===== config.mk =====
export PLATFORM = sky130hd
export DESIGN_NAME = serial_subtractor
export DESIGN_NICKNAME = d
export VERILOG_FILES = /design/src/rtl/serial_subtractor.sv
export SDC_FILE = /design/constraint.sdc
export NUM_CORES = 1
export LEC_CHECK = 0
export ABC_AREA = 1
export BUFFER_PORTS_ARGS = -buffer_cell sky130_fd_sc_hd__buf_2
export CORE_ASPECT_RATIO = 1.5
export CORE_MARGIN = 5
export CORE_UTILIZATION = 41
export DETAILED_ROUTE_END_ITERATION = 8
export PLACE_DENSITY_LB_ADDON = 0.08
export SLEW_MARGIN = 20
export SYNTH_ARGS = -nofsm -noshare
export SYNTH_HDL_FRONTEND = slang
export SYNTH_SLANG_ARGS = --single-unit

===== constraint.sdc =====
create_clock -name clk -period 4 [get_ports clk]
set_input_delay 0.8 -clock clk [delete_from_list [all_inputs] [get_ports clk]]
set_output_delay 0.8 -clock clk [all_outputs]
set_load 0.05 [all_outputs]

===== src/rtl/serial_subtractor.sv =====
// serial_subtractor: digit-serial A-B, DIGIT bits per cycle, LSB digit first, registered D/Bo
//   clk, rst_n (async active-low), start/A/B request, D/Bo result, busy while running, done pulse.
//   SERIAL_SUB_SAT_EN: when defined, a borrowing result writes D=0 (Bo stays 1).
module serial_subtractor #(
  parameter int WIDTH = 8,
  parameter int DIGIT = 1
) (
  input  logic             clk,
  input  logic             rst_n,
  input  logic             start,
  input  logic [WIDTH-1:0] A,
  input  logic [WIDTH-1:0] B,
  output logic [WIDTH-1:0] D,
  output logic             Bo,
  output logic             busy,
  output logic             done
);
  localparam int N  = WIDTH / DIGIT;
  localparam int KW = N > 1 ? $clog2(N) : 1;
  typedef enum logic [1:0] {IDLE, RUN, DONE} state_t;
  state_t           state;
  logic [WIDTH-1:0] a_r, b_r, acc, acc_n;
  logic [KW-1:0]    k;
  logic             borrow, bw;
  logic [DIGIT-1:0] da, db, dd;
  // ripple the borrow through the current digit; acc_n is the partial difference including it
  always_comb begin
    da = a_r[int'(k)*DIGIT +: DIGIT];
    db = b_r[int'(k)*DIGIT +: DIGIT];
    bw = borrow;
    dd = '0;
    for (int i = 0; i < DIGIT; i++) begin
      dd[i] = da[i] ^ db[i] ^ bw;
      bw    = (~da[i] & db[i]) | (~(da[i] ^ db[i]) & bw);
    end
    acc_n = acc;
    acc_n[int'(k)*DIGIT +: DIGIT] = dd;
  end
  always_ff @(posedge clk or negedge rst_n) begin
    if (!rst_n) begin
      state  <= IDLE;
      a_r    <= '0;
      b_r    <= '0;
      acc    <= '0;
      k      <= '0;
      borrow <= 1'b0;
      D      <= '0;
      Bo     <= 1'b0;
      busy   <= 1'b0;
      done   <= 1'b0;
    end else begin
      case (state)
        IDLE, DONE: begin
          done <= 1'b0;
          if (start) begin
            state  <= RUN;
            busy   <= 1'b1;
            a_r    <= A;
            b_r    <= B;
            k      <= '0;
            borrow <= 1'b0;
          end else begin
            state <= IDLE;
          end
        end
        RUN: begin
          acc    <= acc_n;
          borrow <= bw;
          k      <= k + KW'(1);
          if (k == KW'(N - 1)) begin
            state <= DONE;
            busy  <= 1'b0;
            done  <= 1'b1;
            k     <= '0;
            Bo    <= bw;
`ifdef SERIAL_SUB_SAT_EN
            D     <= bw ? '0 : acc_n;
`else
            D     <= acc_n;
`endif
          end
        end
        default: state <= IDLE;
      endcase
    end
  end
endmodule


==> flow_summary_export.csv <==
group,metric,value,unit
timing,skew,0.00586,ns
timing,slew_headroom,39.7,%
pwr,p_per_area,891,nW/um^2
yosys,synth_seq_cells,41,
clock_network,clock_latency,0.29,ns
yosys,synth.most_common_cell,"nand2_1",
clock_network,root_buffer,"clkbuf_8",
yosys,yosys_warnings,0,
floorplan,row_count,32,
clock_network,cts_buffer_depth,2,
pwr,power_leakage,1.26,nW
routing,route.met2.wl,2190,um
worst_setup_path,critPathKind,"reg2reg",
place,io_buffers,29,
yosys,syn_area_per_cell,8.92,sq um
worst_hold_path,min_from,"busy",
timing,hold-worst-slack,0.473,ns
routing,routed_wl,4060,um
routing,via_per_inst,4.64,
worst_setup_path,critPathArrivalTime,2.59,ns
timing,rsz0062_at_grt,"no",
timing,hold_viol_final,0,
worst_hold_path,min_path_type,"reg2reg",
clock_network,cts_tree,"done",
flow_run,maxCapViolCount,0,
yosys,synth_enable_flop_cells,0,
yosys,syn_inst,243,
clock_network,cts_resized,0,
timing,max_clock_freq,416,MHz
yosys,synth_top_cell_area_share,47.3,%
worst_setup_path,worst_r2r_endpoint,"D[6]",
yosys,ys_seq_area_share,47.3,%
worst_setup_path,r2r_cells,11,
routing,met3_length,151,um
floorplan,die_w,69.4,um
cells_and_area,area_growth,9.93,%
clock_network,cts_htree_levels,2,
worst_setup_path,rr_startpoint,"k[0]",
worst_setup_path,cp.required,4.19,ns
global_route,overflow,0,
yosys,synth-main-ff-cell,"dfrtp_1",
timing,fin_crit_sh,60.1,%
worst_setup_path,critPathMaxFanout,15,
floorplan,core_area,5120,sq um
timing,finalSetupViolCount,0,
clock_network,path_clk_slew,0.07,ns
routing,drc,0,
timing,drv_slew,0,
place,gp_congestion,0.765,
yosys,synthDistinctLibCells,22,
clock_network,hold_buffers,0,
global_route,grt_pass1_vias,1609,
timing,period_needed,2.41,ns
worst_hold_path,min_to,"busy",
place,dp.cells,332,
floorplan,die_area,6870,sq um
clock_network,postCtsSetupBuffers,0,
yosys,async_flop_share,100,%
cells_and_area,final_nets,298,
pwr,ir_drop,0.344,mV
yosys,syn_nets,270,
worst_setup_path,r2r_slack,1.59,ns
cells_and_area,drive_gt1_share,24.4,%
yosys,synth_common_cells,"nand2_1 (69), dfrtp_1 (41), nor2_1 (25), nand3_1 (24), inv_1 (21)",
worst_hold_path,hold_path_depth,2,
routing,drt_iter0_markers,61,
timing,finalSetupTns,0,ns
floorplan,die_h,99.1,um
routing,firstDrtPassIters,4,
routing,postRouteAntennaNets,0,
worst_setup_path,worst_setup_path_start_kind,"flop",
cells_and_area,antenna_cells,0,
global_route,grt_max_degree,42,
timing,worstMarginPinSlew,0.904,ns
worst_setup_path,endpoint_kind,"flop",
clock_network,cts_buffers,5,
outcome,status,"completed",
routing,vias,1568,
yosys,netlist_area,2170,sq um
global_route,antenna_found_initial,0,
yosys,yosys.area.top_type,"dfrtp_1",
cells_and_area,num-fill-cells,552,
floorplan,ios,30,
global_route,globalRouteTotalUtil,13.3,%
place,place_hpwl,3060,um
global_route,grt_pass1_wl,7270,um
cells_and_area,final_cells,338,
yosys,synth_area_leaders,"dfrtp_1 (47%), nand2_1 (12%), mux2_2 (6.8%)",
clock_network,numClockSinks,41,
routing,routedLengthMet1,1670,um
routing,wl_per_cell,12.0,um
routing,top_layer,"met4",
floorplan,start_util,42.3,%
cell usage in the layout (no fill, tap or decap), drive strengths merged, types with 5 or more instances in the layout:
master	synthesis	final
buf	7	29
clkbuf	1	5
dfrtp	41	41
ha	7	7
inv	26	26
mux2	16	16
nand2	76	76
nand3	27	27
nor2	28	28
o21ai	12	12
cell families after synthesis:
group                    synth area share [%]
flip-flops                               47.3
AO/OA/AOI/OAI                            3.06
AND/OR/NAND/NOR                          27.8
multiplexers                             8.31
adder cells (fa/ha/maj)                  4.96
buffers and inverters                    8.60
state kept, by name (all words and copies together), names as in the netlist:
name / cells
D: 8
a_r: 8
acc: 8
b_r: 8
k: 3
state: 2
Bo: 1
borrow: 1
busy: 1
done: 1
per-layer routing:
metal / vias up / track usage (%)
met5: - / 0
met4: 0 / 4.51
met3: 4 / 3.57
met2: 21 / 24.3
met1: 723 / 14.6
li1: 820 / -
final cells by class:
| cell class | instances | area (sq um) | area share (%) |
|---|---|---|---|
| Clock buffer | 5 | 68.8 | 2.89 |
| Tap cell | 68 | 85.1 | 3.57 |
| Multi-Input combinational cell | 168 | 956 | 40.1 |
| Timing Repair Buffer | 29 | 145 | 6.09 |
| Inverter | 26 | 97.6 | 4.09 |
| Clock inverter | 1 | 5.00 | 0.210 |
| Sequential cell | 41 | 1030 | 43.0 |
how the worst max path moves through the flow:
stage / startpoint / endpoint / cells after the start
5_1_grt: k[0] / D[0] / 11
4_1_cts: k[0] / acc[6] / 11
2_1_floorplan: k[0] / D[6] / 11
3_3_place_gp: k[0] / acc[6] / 11
6_report: k[0] / D[6] / 11
3_5_place_dp: k[0] / acc[6] / 11
power by group:
group / switching (W) / internal, W
sequential: 0.000130 / 0.000607
clock: 0.000134 / 0.000115
combinational: 0.000745 / 0.000393
stage by stage:
stage	area, sq um	total power, W	util [%]	setup slack [ns]
floorplan	2170	0.00173	-	1.96
CTS	2380	0.00216	46.5	1.57
global placement	2310	0.00189	45.1	1.67
detailed placement	2310	0.00191	45.1	1.58
global route	2380	0.00235	46.5	1.30
finish	2380	0.00212	46.5	1.59
critical path, stage by stage, from the launching register on:
cell,delay [ns]
dfrtp_1,0.64
inv_2,0.23
o21ai_0,0.21
nand2_1,0.07
nand2_1,0.05
nand2_1,0.06
fa_1,0.59
nor2_1,0.09
nand2_1,0.12
nand3_1,0.10
nand3_1,0.10
nand2_1,0.05
Note: power is estimated with default switching activity, not from simulation.
